`src/rtl/tsv_bist_2_2_pkg.sv`:
```
// Shared constants, FSM state type and popcount helper for the 2+2 TSV BIST.
package tsv_bist_2_2_pkg;

  localparam int unsigned NTSV_2_2       = 4;
  localparam int unsigned SETTLE_CYC_2_2 = 2;
  localparam int unsigned MAX_FAULTS_2_2 = 2;

  // Widest flag vector the popcount helper accepts.
  localparam int unsigned POP_W = 64;

  typedef enum logic [1:0] {
    IDLE   = 2'd0,
    DRIVE  = 2'd1,
    SAMPLE = 2'd2,
    DONE   = 2'd3
  } bist_state_e;

  // Number of set bits; callers zero-extend their vector to POP_W.
  function automatic logic [7:0] popcount(input logic [POP_W-1:0] v);
    logic [7:0] c;
    c = '0;
    for (int unsigned i = 0; i < POP_W; i++) begin
      c = c + 8'(v[i]);
    end
    return c;
  endfunction

endpackage

```
`src/rtl/tsv_bist_2_2_if.sv`:
```
// Control / TSV-side bundle of the BIST controller.
interface tsv_bist_2_2_if #(
  parameter int unsigned NTSV = 4
) ();

  localparam int unsigned CNT_W = $clog2(NTSV + 1);

  logic             start;
  logic [NTSV-1:0]  tsv_rx;
  logic             test_mode;
  logic [NTSV-1:0]  test_tsv_out;
  logic             busy;
  logic             done;
  logic [NTSV-1:0]  f_flag;
  logic [CNT_W-1:0] fault_cnt;
  logic             repair_fail;

  // Requester / link side.
  modport master (
    output start, tsv_rx,
    input  test_mode, test_tsv_out, busy, done, f_flag, fault_cnt, repair_fail
  );

  // BIST controller side.
  modport slave (
    input  start, tsv_rx,
    output test_mode, test_tsv_out, busy, done, f_flag, fault_cnt, repair_fail
  );

endinterface

```
`src/rtl/tsv_bist_patgen.sv`:
```
// Walking-one then walking-zero pattern for a given pattern index.
module tsv_bist_patgen #(
  parameter int unsigned NTSV  = 4,
  parameter int unsigned IDX_W = 3
) (
  input  logic [IDX_W-1:0] pat_idx_i,
  output logic [NTSV-1:0]  pattern_o
);

  // Index below NTSV selects the single set bit, otherwise the single cleared bit.
  always_comb begin
    pattern_o = '0;
    for (int unsigned i = 0; i < NTSV; i++) begin
      if (32'(pat_idx_i) < NTSV) begin
        pattern_o[i] = (32'(pat_idx_i) == i);
      end else begin
        pattern_o[i] = ((32'(pat_idx_i) - NTSV) != i);
      end
    end
  end

endmodule

```
`src/rtl/tsv_bist_2_2.sv`:
```
// BIST controller: walks 1s and 0s across the TSV bundle and publishes per-TSV fault flags.
module tsv_bist_2_2
  import tsv_bist_2_2_pkg::*;
#(
  parameter int unsigned NTSV       = NTSV_2_2,
  parameter int unsigned SETTLE_CYC = SETTLE_CYC_2_2,
  parameter int unsigned MAX_FAULTS = MAX_FAULTS_2_2
) (
  input  logic           clock,
  input  logic           reset_n,
  tsv_bist_2_2_if.slave  bus
);

  localparam int unsigned NPAT  = 2 * NTSV;
  localparam int unsigned IDX_W = $clog2(NPAT);
  localparam int unsigned SET_W = (SETTLE_CYC > 1) ? $clog2(SETTLE_CYC) : 1;
  localparam int unsigned CNT_W = $clog2(NTSV + 1);

  localparam logic [IDX_W-1:0] LAST_IDX    = IDX_W'(NPAT - 1);
  localparam logic [SET_W-1:0] SETTLE_LAST = SET_W'(SETTLE_CYC - 1);

  bist_state_e      state_q, state_d;
  logic [IDX_W-1:0] pat_idx_q, pat_idx_d;
  logic [SET_W-1:0] settle_q, settle_d;
  logic [NTSV-1:0]  scratch_q, scratch_d;

  logic             test_mode_q, test_mode_d;
  logic [NTSV-1:0]  tsv_out_q, tsv_out_d;
  logic             busy_q, busy_d;
  logic             done_q, done_d;
  logic [NTSV-1:0]  f_flag_q, f_flag_d;
  logic [CNT_W-1:0] fault_cnt_q, fault_cnt_d;
  logic             repair_fail_q, repair_fail_d;

  logic [NTSV-1:0]  pattern_nxt;
  logic             drive_nxt;

  // Pattern for the index the controller will be at after this edge.
  tsv_bist_patgen #(
    .NTSV  (NTSV),
    .IDX_W (IDX_W)
  ) u_patgen (
    .pat_idx_i (pat_idx_d),
    .pattern_o (pattern_nxt)
  );

  // State register and all registered outputs; synchronous active-low reset.
  always_ff @(posedge clock) begin
    if (!reset_n) begin
      state_q       <= IDLE;
      pat_idx_q     <= '0;
      settle_q      <= '0;
      scratch_q     <= '0;
      test_mode_q   <= 1'b0;
      tsv_out_q     <= '0;
      busy_q        <= 1'b0;
      done_q        <= 1'b0;
      f_flag_q      <= '0;
      fault_cnt_q   <= '0;
      repair_fail_q <= 1'b0;
    end else begin
      state_q       <= state_d;
      pat_idx_q     <= pat_idx_d;
      settle_q      <= settle_d;
      scratch_q     <= scratch_d;
      test_mode_q   <= test_mode_d;
      tsv_out_q     <= tsv_out_d;
      busy_q        <= busy_d;
      done_q        <= done_d;
      f_flag_q      <= f_flag_d;
      fault_cnt_q   <= fault_cnt_d;
      repair_fail_q <= repair_fail_d;
    end
  end

  // Next-state logic; flags are only replaced on the final SAMPLE -> DONE step.
  always_comb begin
    state_d   = state_q;
    pat_idx_d = pat_idx_q;
    settle_d  = settle_q;
    scratch_d = scratch_q;
    f_flag_d  = f_flag_q;
    done_d    = 1'b0;

    case (state_q)
      IDLE: begin
        if (bus.start) begin
          state_d   = DRIVE;
          pat_idx_d = '0;
          settle_d  = '0;
          scratch_d = '0;
        end
      end
      DRIVE: begin
        if (settle_q == SETTLE_LAST) begin
          state_d = SAMPLE;
        end else begin
          settle_d = settle_q + SET_W'(1);
        end
      end
      SAMPLE: begin
        // tsv_out_q still carries the pattern for pat_idx_q here.
        scratch_d = scratch_q | (bus.tsv_rx ^ tsv_out_q);
        if (pat_idx_q == LAST_IDX) begin
          state_d  = DONE;
          f_flag_d = scratch_d;
          done_d   = 1'b1;
        end else begin
          state_d   = DRIVE;
          pat_idx_d = pat_idx_q + IDX_W'(1);
          settle_d  = '0;
        end
      end
      DONE: begin
        state_d = IDLE;
      end
      default: begin
        state_d = IDLE;
      end
    endcase
  end

  // Registered-output decode from the upcoming state.
  always_comb begin
    drive_nxt     = (state_d == DRIVE) || (state_d == SAMPLE);
    test_mode_d   = drive_nxt;
    busy_d        = drive_nxt;
    tsv_out_d     = drive_nxt ? pattern_nxt : '0;
    fault_cnt_d   = CNT_W'(popcount(POP_W'(f_flag_d)));
    repair_fail_d = (32'(fault_cnt_d) > MAX_FAULTS);
  end

  assign bus.test_mode    = test_mode_q;
  assign bus.test_tsv_out = tsv_out_q;
  assign bus.busy         = busy_q;
  assign bus.done         = done_q;
  assign bus.f_flag       = f_flag_q;
  assign bus.fault_cnt    = fault_cnt_q;
  assign bus.repair_fail  = repair_fail_q;

endmodule

```
`src/flat_wrapper.sv`:
```
// flat-port wrapper written by rule: the top's interface ports become plain ports
module tsv_bist_2_2_flat import tsv_bist_2_2_pkg::*;
#(
  parameter int unsigned NTSV       = NTSV_2_2,
  parameter int unsigned SETTLE_CYC = SETTLE_CYC_2_2,
  parameter int unsigned MAX_FAULTS = MAX_FAULTS_2_2
)
  (clock, reset_n, bus_start, bus_tsv_rx, bus_test_mode, bus_test_tsv_out, bus_busy, bus_done, bus_f_flag, bus_fault_cnt, bus_repair_fail);
  tsv_bist_2_2_if #(.NTSV(NTSV)) bus_i ();
  input  logic clock;
  input  logic reset_n;
  input wire logic [$bits(bus_i.start)-1:0] bus_start;
  input wire logic [$bits(bus_i.tsv_rx)-1:0] bus_tsv_rx;
  output wire logic [$bits(bus_i.test_mode)-1:0] bus_test_mode;
  output wire logic [$bits(bus_i.test_tsv_out)-1:0] bus_test_tsv_out;
  output wire logic [$bits(bus_i.busy)-1:0] bus_busy;
  output wire logic [$bits(bus_i.done)-1:0] bus_done;
  output wire logic [$bits(bus_i.f_flag)-1:0] bus_f_flag;
  output wire logic [$bits(bus_i.fault_cnt)-1:0] bus_fault_cnt;
  output wire logic [$bits(bus_i.repair_fail)-1:0] bus_repair_fail;
  assign bus_i.start = bus_start;
  assign bus_i.tsv_rx = bus_tsv_rx;
  assign bus_test_mode = bus_i.test_mode;
  assign bus_test_tsv_out = bus_i.test_tsv_out;
  assign bus_busy = bus_i.busy;
  assign bus_done = bus_i.done;
  assign bus_f_flag = bus_i.f_flag;
  assign bus_fault_cnt = bus_i.fault_cnt;
  assign bus_repair_fail = bus_i.repair_fail;
  tsv_bist_2_2 #(.NTSV(NTSV), .SETTLE_CYC(SETTLE_CYC), .MAX_FAULTS(MAX_FAULTS)) u_core (.clock(clock), .reset_n(reset_n), .bus(bus_i));
endmodule
```
`config.mk`:
```
export PLATFORM = sky130hd
export DESIGN_NAME = tsv_bist_2_2_flat
export DESIGN_NICKNAME = d
export VERILOG_FILES = /design/src/rtl/tsv_bist_2_2_pkg.sv /design/src/rtl/tsv_bist_2_2_if.sv /design/src/rtl/tsv_bist_patgen.sv /design/src/rtl/tsv_bist_2_2.sv /design/src/flat_wrapper.sv
export SDC_FILE = /design/constraint.sdc
export NUM_CORES = 1
export LEC_CHECK = 0
export BUFFER_PORTS_ARGS = -buffer_cell sky130_fd_sc_hd__buf_2
export CORE_ASPECT_RATIO = 0.7
export CORE_MARGIN = 1.5
export CORE_UTILIZATION = 55
export CTS_BUF_LIST = sky130_fd_sc_hd__clkbuf_2 sky130_fd_sc_hd__clkbuf_4 sky130_fd_sc_hd__clkbuf_8
export DETAILED_ROUTE_END_ITERATION = 16
export PLACE_DENSITY_LB_ADDON = 0.2
export SKIP_CTS_REPAIR_TIMING = 1
export SYNTH_ARGS = -nofsm -noshare
export SYNTH_HDL_FRONTEND = slang
export SYNTH_SLANG_ARGS = --single-unit
```
`constraint.sdc`:
```
create_clock -name clock -period 5.9 [get_ports clock]
set_input_delay 1.18 -clock clock [delete_from_list [all_inputs] [get_ports clock]]
set_output_delay 1.18 -clock clock [all_outputs]
set_load 0.01 [all_outputs]
```
# == Word level (Yosys, flattened, before mapping) ==
# Cells that the tools add are included.
# op_classes
n_addsub,6
order_cmp,2
eq_ne,14
mux,20
bitwise,2
n_reduce_logical,10
# op_table
operator,n
"!= test 32 x 2 -> 1 bit, second input constant",2
"!= test 32 x 1 -> 1 bit, second input constant",1
nonzero test 32 bit,1
two-way mux 4 bit,3
two-way mux 1 bit,8
one-hot mux 2 bit (4 select lines),1
one-hot mux 4 bit (2 select lines),1
adder 3 x 1 -> 3 bit,2
"equality test 2 bit, second input constant",3
"equality test 3 x 2 -> 1 bit, second input constant",2
two-way mux 2 bit,3
two-way mux 3 bit,2
one-hot mux 3 bit (2 select lines),1
AND reduction 2 bit,3
"equality test 2 x 1 -> 1 bit, second input constant",2
"!= test 2 bit, second input constant",2
OR 4 bit,1
"subtractor 3 x 3 -> 4 bit, second input constant",1
bitwise XOR 4 bit,1
"adder 3 x 1 -> 3 bit, second input constant",1
"equality test 3 x 1 -> 1 bit, second input constant",1
"equality test 3 bit, second input constant",1
"> comparator 3 x 2 -> 1 bit, second input constant",1
zero test 3 bit,1
9 further kinds,9
# totals
register_bits,24
output_inout_bits,15

# == Depth between registers and ports, before layout ==
# logic_depth
word_depth,8
ltp_mapped,12

# == Cells and area by module ==
# Synthesis repeated with hierarchy kept, for this count alone.
# unflattened
cells_unflattened,112
hier_area_um2,1058.5
# by_module_without_submodules
mod,n_inst,cells_each,area_per_inst_um2
tsv_bist_2_2,1,104,1003.5
tsv_bist_patgen,1,8,55.1

# == Least setup slack after synthesis ==
# Ideal clock, no wire load.
# synth_path
path_type,input-to-reg
startpoint,input port bus_tsv_rx[1]
endpoint,register u_core.repair_fail_q (netlist: u_core.bus.repair_fail)
setup_time_ns,0.080
arrival_ns,2.739
setup_slack_ns,3.082
cell_stages,10
path_cell_list,xor2_1 -> nor2_1 -> a21oi_1 -> ha_1 -> inv_1 -> fa_1 -> ha_1 -> nand2_1 -> nor2_1 -> nor3b_1
# synth_between
elab_chain_cells,8
# synth_lines
item,line,source
from (decl),flat_wrapper.sv:13,input wire logic [$bits(bus_i.tsv_rx)-1:0] bus_tsv_rx;
bitwise XOR 4 bit,tsv_bist_2_2.sv:103,scratch_d = scratch_q | (bus.tsv_rx ^ tsv_out_q);
OR 4 bit,tsv_bist_2_2.sv:103,
two-way mux 4 bit,tsv_bist_2_2.sv:104,if (pat_idx_q == LAST_IDX) begin
two-way mux 4 bit,tsv_bist_2_2.sv:85,case (state_q)
net u_core.f_flag_d[1],tsv_bist_2_2.sv:31,"logic [NTSV-1:0] f_flag_q, f_flag_d;"
adder 1 x 1 -> 2 bit,tsv_bist_2_2_pkg.sv:23,c = c + 8'(v[i]);
adder 3 x 1 -> 3 bit (2 in series),tsv_bist_2_2_pkg.sv:23,
net u_core.fault_cnt_d[1],tsv_bist_2_2.sv:32,"logic [CNT_W-1:0] fault_cnt_q, fault_cnt_d;"
> comparator 3 x 2 -> 1 bit,tsv_bist_2_2.sv:130,repair_fail_d = (32'(fault_cnt_d) > MAX_FAULTS);
to (signal assigned),tsv_bist_2_2.sv:72,repair_fail_q <= repair_fail_d;
to (decl),tsv_bist_2_2.sv:33,"logic repair_fail_q, repair_fail_d;"
# The timed path passes the listed nets, and every way through them passes these cells.
# A chain may end at the register's enable or synchronous reset.

# == Worst setup path after layout ==
# layout_path
startpoint,register u_core.pat_idx_q[0]
endpoint,register u_core.repair_fail_q (netlist: u_core.bus.repair_fail)
# layout_between
elab_chain_cells,7
# layout_lines
item,line,source
from (decl),tsv_bist_2_2.sv:23,"logic [IDX_W-1:0] pat_idx_q, pat_idx_d;"
from (signal assigned),tsv_bist_2_2.sv:63,pat_idx_q <= pat_idx_d;
equality test 3 bit,tsv_bist_2_2.sv:104,
two-way mux 4 bit,tsv_bist_2_2.sv:104,
two-way mux 4 bit,tsv_bist_2_2.sv:85,
net u_core.f_flag_d[0],tsv_bist_2_2.sv:31,
adder 1 x 1 -> 2 bit,tsv_bist_2_2_pkg.sv:23,
adder 3 x 1 -> 3 bit (2 in series),tsv_bist_2_2_pkg.sv:23,
net u_core.fault_cnt_d[1],tsv_bist_2_2.sv:32,
> comparator 3 x 2 -> 1 bit,tsv_bist_2_2.sv:130,
# The timed path passes the listed nets, and every way through them passes these cells.

==> flow_summary.json <==
{
  "setup_violations": 0,
  "syn_inst": 124,
  "placeableCoreArea_mm2": 0.00194,
  "wl_met1_mm": 1.13,
  "status": "completed",
  "vias": 865,
  "highest_layer": "met4",
  "fin_crit_ns": 2.85,
  "hold_path.class": "reg -> reg",
  "holdPathEnd": "u_core.settle_q",
  "synth_most_common_cell": "dfxtp_1",
  "fin_nets": 154,
  "tightest_slew_ns": 0.387,
  "portBuffers": 21,
  "ys_types": 37,
  "dieWidth_um": 58.1,
  "critical_path_class": "reg -> reg",
  "synth.cell_area_mm2": 0.00117,
  "hold_violations": 0,
  "relSlewSlack": 0.742,
  "clockRootBuffer": "clkbuf_4",
  "max_freq_mhz": 351,
  "slew_violations": 0,
  "hold_slack_ns": 0.529,
  "drive_above_1_share": 0.220,
  "fin_tns_setup_ns": 0,
  "viasPerCell": 5.31,
  "num-fill-cells": 176,
  "dp_hpwl_mm": 1.56,
  "cts.sinks": 24,
  "area_delta_synth_final_pct": 11.5,
  "cp.required_ns": 6.14,
  "synth_top_flop_cell": "dfxtp_1",
  "grt_usage": 0.190,
  "wl_per_cell_um": 13.0,
  "r2r_end": "u_core.bus.repair_fail",
  "hp-start": "u_core.settle_q",
  "ff2ff_setup_slack_ns": 3.05,
  "r2r_cells": 10,
  "grt-ovfl-total": 0,
  "leakagePower_uw": 0.000559,
  "critPathCaptureType": "flip-flop",
  "h-tree-depth": 1,
  "rr_startpoint": "u_core.pat_idx_q[0]",
  "ys_top_cells_by_count": "dfxtp_1 (24), and2_1 (10), nor2_1 (9), mux2i_1 (7), nor2b_1 (7)",
  "grt_pass1_vias": 774,
  "cts_buffers": 3,
  "hold_path_depth": 2,
  "antenna_cells": 0,
  "syn_nets": 136,
  "synth_edf_count": 0,
  "ys.warnings.count": 0,
  "crit_path_max_fanout": 10,
  "firstDrtPassIters": 6,
  "wl_mm": 2.12,
  "clock_latency_ns": 0.32,
  "setup.worst_path.start": "u_core.pat_idx_q[0]",
  "synth.ff_latch_count": 24,
  "timing.final.crit_share": 0.482,
  "synth.area.top_cells": "dfxtp_1 (41%), mux2i_1 (6.0%), and2_1 (5.4%)",
  "cts_max_path_buffers": 2,
  "drc_errors": 0,
  "wl_met3_um": 93,
  "synth.yosys.seq_area_share": 0.411,
  "synthArstFlopShare": 0,
  "cts_tree": "built",
  "clk_pin_slew_ns": 0.14,
  "row_count": 13,
  "syn_area_per_cell_um2": 9.42,
  "dieHeight_um": 41.6,
  "start_kind": "flip-flop",
  "fin_skew_ns": 0.0149,
  "ant_nets": 0,
  "grt_max_degree": 23,
  "max_cap_violations": 0,
  "place_congestion": 0.735,
  "rsz0062_at_grt": "no",
  "antenna_found_initial": 0,
  "drt_iter0_drc": 22,
  "dieArea_mm2": 0.00241,
  "yosys.area.top_type": "dfxtp_1",
  "critPathArrivalTime_ns": 3.09,
  "ir_drop_mv": 0.163,
  "wl_met2_um": 886,
  "synth_top_area_share": 0.411,
  "initial_utilization": 0.604,
  "grt_pass1_wl_mm": 3.53,
  "power.density_mw_per_mm2": 238,
  "pin_count": 22
}
-- worst max-delay path by stage --
stage | end | depth (start not counted)
after floorplan | u_core.bus.repair_fail | 10
after global placement | u_core.bus.repair_fail | 11
after detailed placement | u_core.bus.repair_fail | 11
after CTS | u_core.bus.repair_fail | 10
after global routing | u_core.bus.repair_fail | 11
final | u_core.bus.repair_fail | 10
-- metrics by stage --
stage	total power [uW]	utilization	setup WS (ns)	area, um^2	cells
final	310	0.673	3.05	1300	163
after global routing	321	0.673	2.79	1300	163
after CTS	312	0.673	3.06	1300	163
after detailed placement	195	0.646	2.82	1250	159
after global placement	195	0.646	2.91	1250	159
after floorplan	189	-	3.08	1170	124
-- placed cells by master, fill, tap and decap left out, types with 2 or more instances in the layout --
cell type and n:
dfxtp_1 24, buf_2 21, and2_1 10, nor2_1 9, mux2i_1 7, nor2b_1 7
inv_1 6, nand2_1 6, o21ai_0 5, o22ai_1 4, ha_1 4, a21oi_1 3
xnor2_1 3, nand2b_1 3, a21boi_0 3, clkbuf_4 3, xor2_1 2, o21a_1 2
a22oi_1 2
-- kinds of logic (layout without fill, tap and decap cells) --
kind of cell               after synthesis  in the layout  synth area share
muxes                                    7              7            0.0600
buffers and inverters                   14             31            0.0632
DFF                                     24             24             0.411
AOI/OAI and AO/OA                       24             24             0.138
xor gates and xnor gates                 5              5            0.0375
and+or+nand+nor                         45             45             0.230
adders and majority gates                5              5            0.0600
-- layer usage --
metal  vias up  GRT usage
li1        455          -
met2        16      0.293
met1       392      0.264
met5         -          0
met3         2     0.0654
met4         0     0.0279
-- registers in the layout, summed over array words and instances, names as in the netlist --
signal                   cells
u_core.pat_idx_q             3
u_core.bus.fault_cnt         3
u_core.state_q               2
u_core.bus.repair_fail       1
u_core.settle_q              1
u_core.bus.test_tsv_out      4
u_core.scratch_q             4
u_core.bus.done              1
u_core.bus.test_mode         1
u_core.bus.f_flag            4
-- critical path: stages (launching register included) --
cell and delay [ns]:
dfxtp_1 0.54, ha_1 0.36, and4b_2 0.40, a21oi_1 0.12, ha_1 0.28, inv_1 0.05, fa_1 0.45, ha_1 0.30
nand2_1 0.07, nor2_1 0.04, nor3b_1 0.15
-- cell type report --
cell class	count	area, um^2	share of cell area
Multi-Input combinational cell	86	614	0.472
Tap cell	22	27.5	0.0211
Timing Repair Buffer	21	105	0.0807
Inverter	6	22.5	0.0173
Sequential cell	24	480	0.369
Clock buffer	3	22.5	0.0173
Clock inverter	1	30.0	0.0231
-- power by group --
group	switching [uW]	internal, uW	total, uW
Sequential	3.83	165	169
Clock	49.0	68.8	118
Combinational	12.2	10.8	22.9
(Power assumes the default switching activity.)
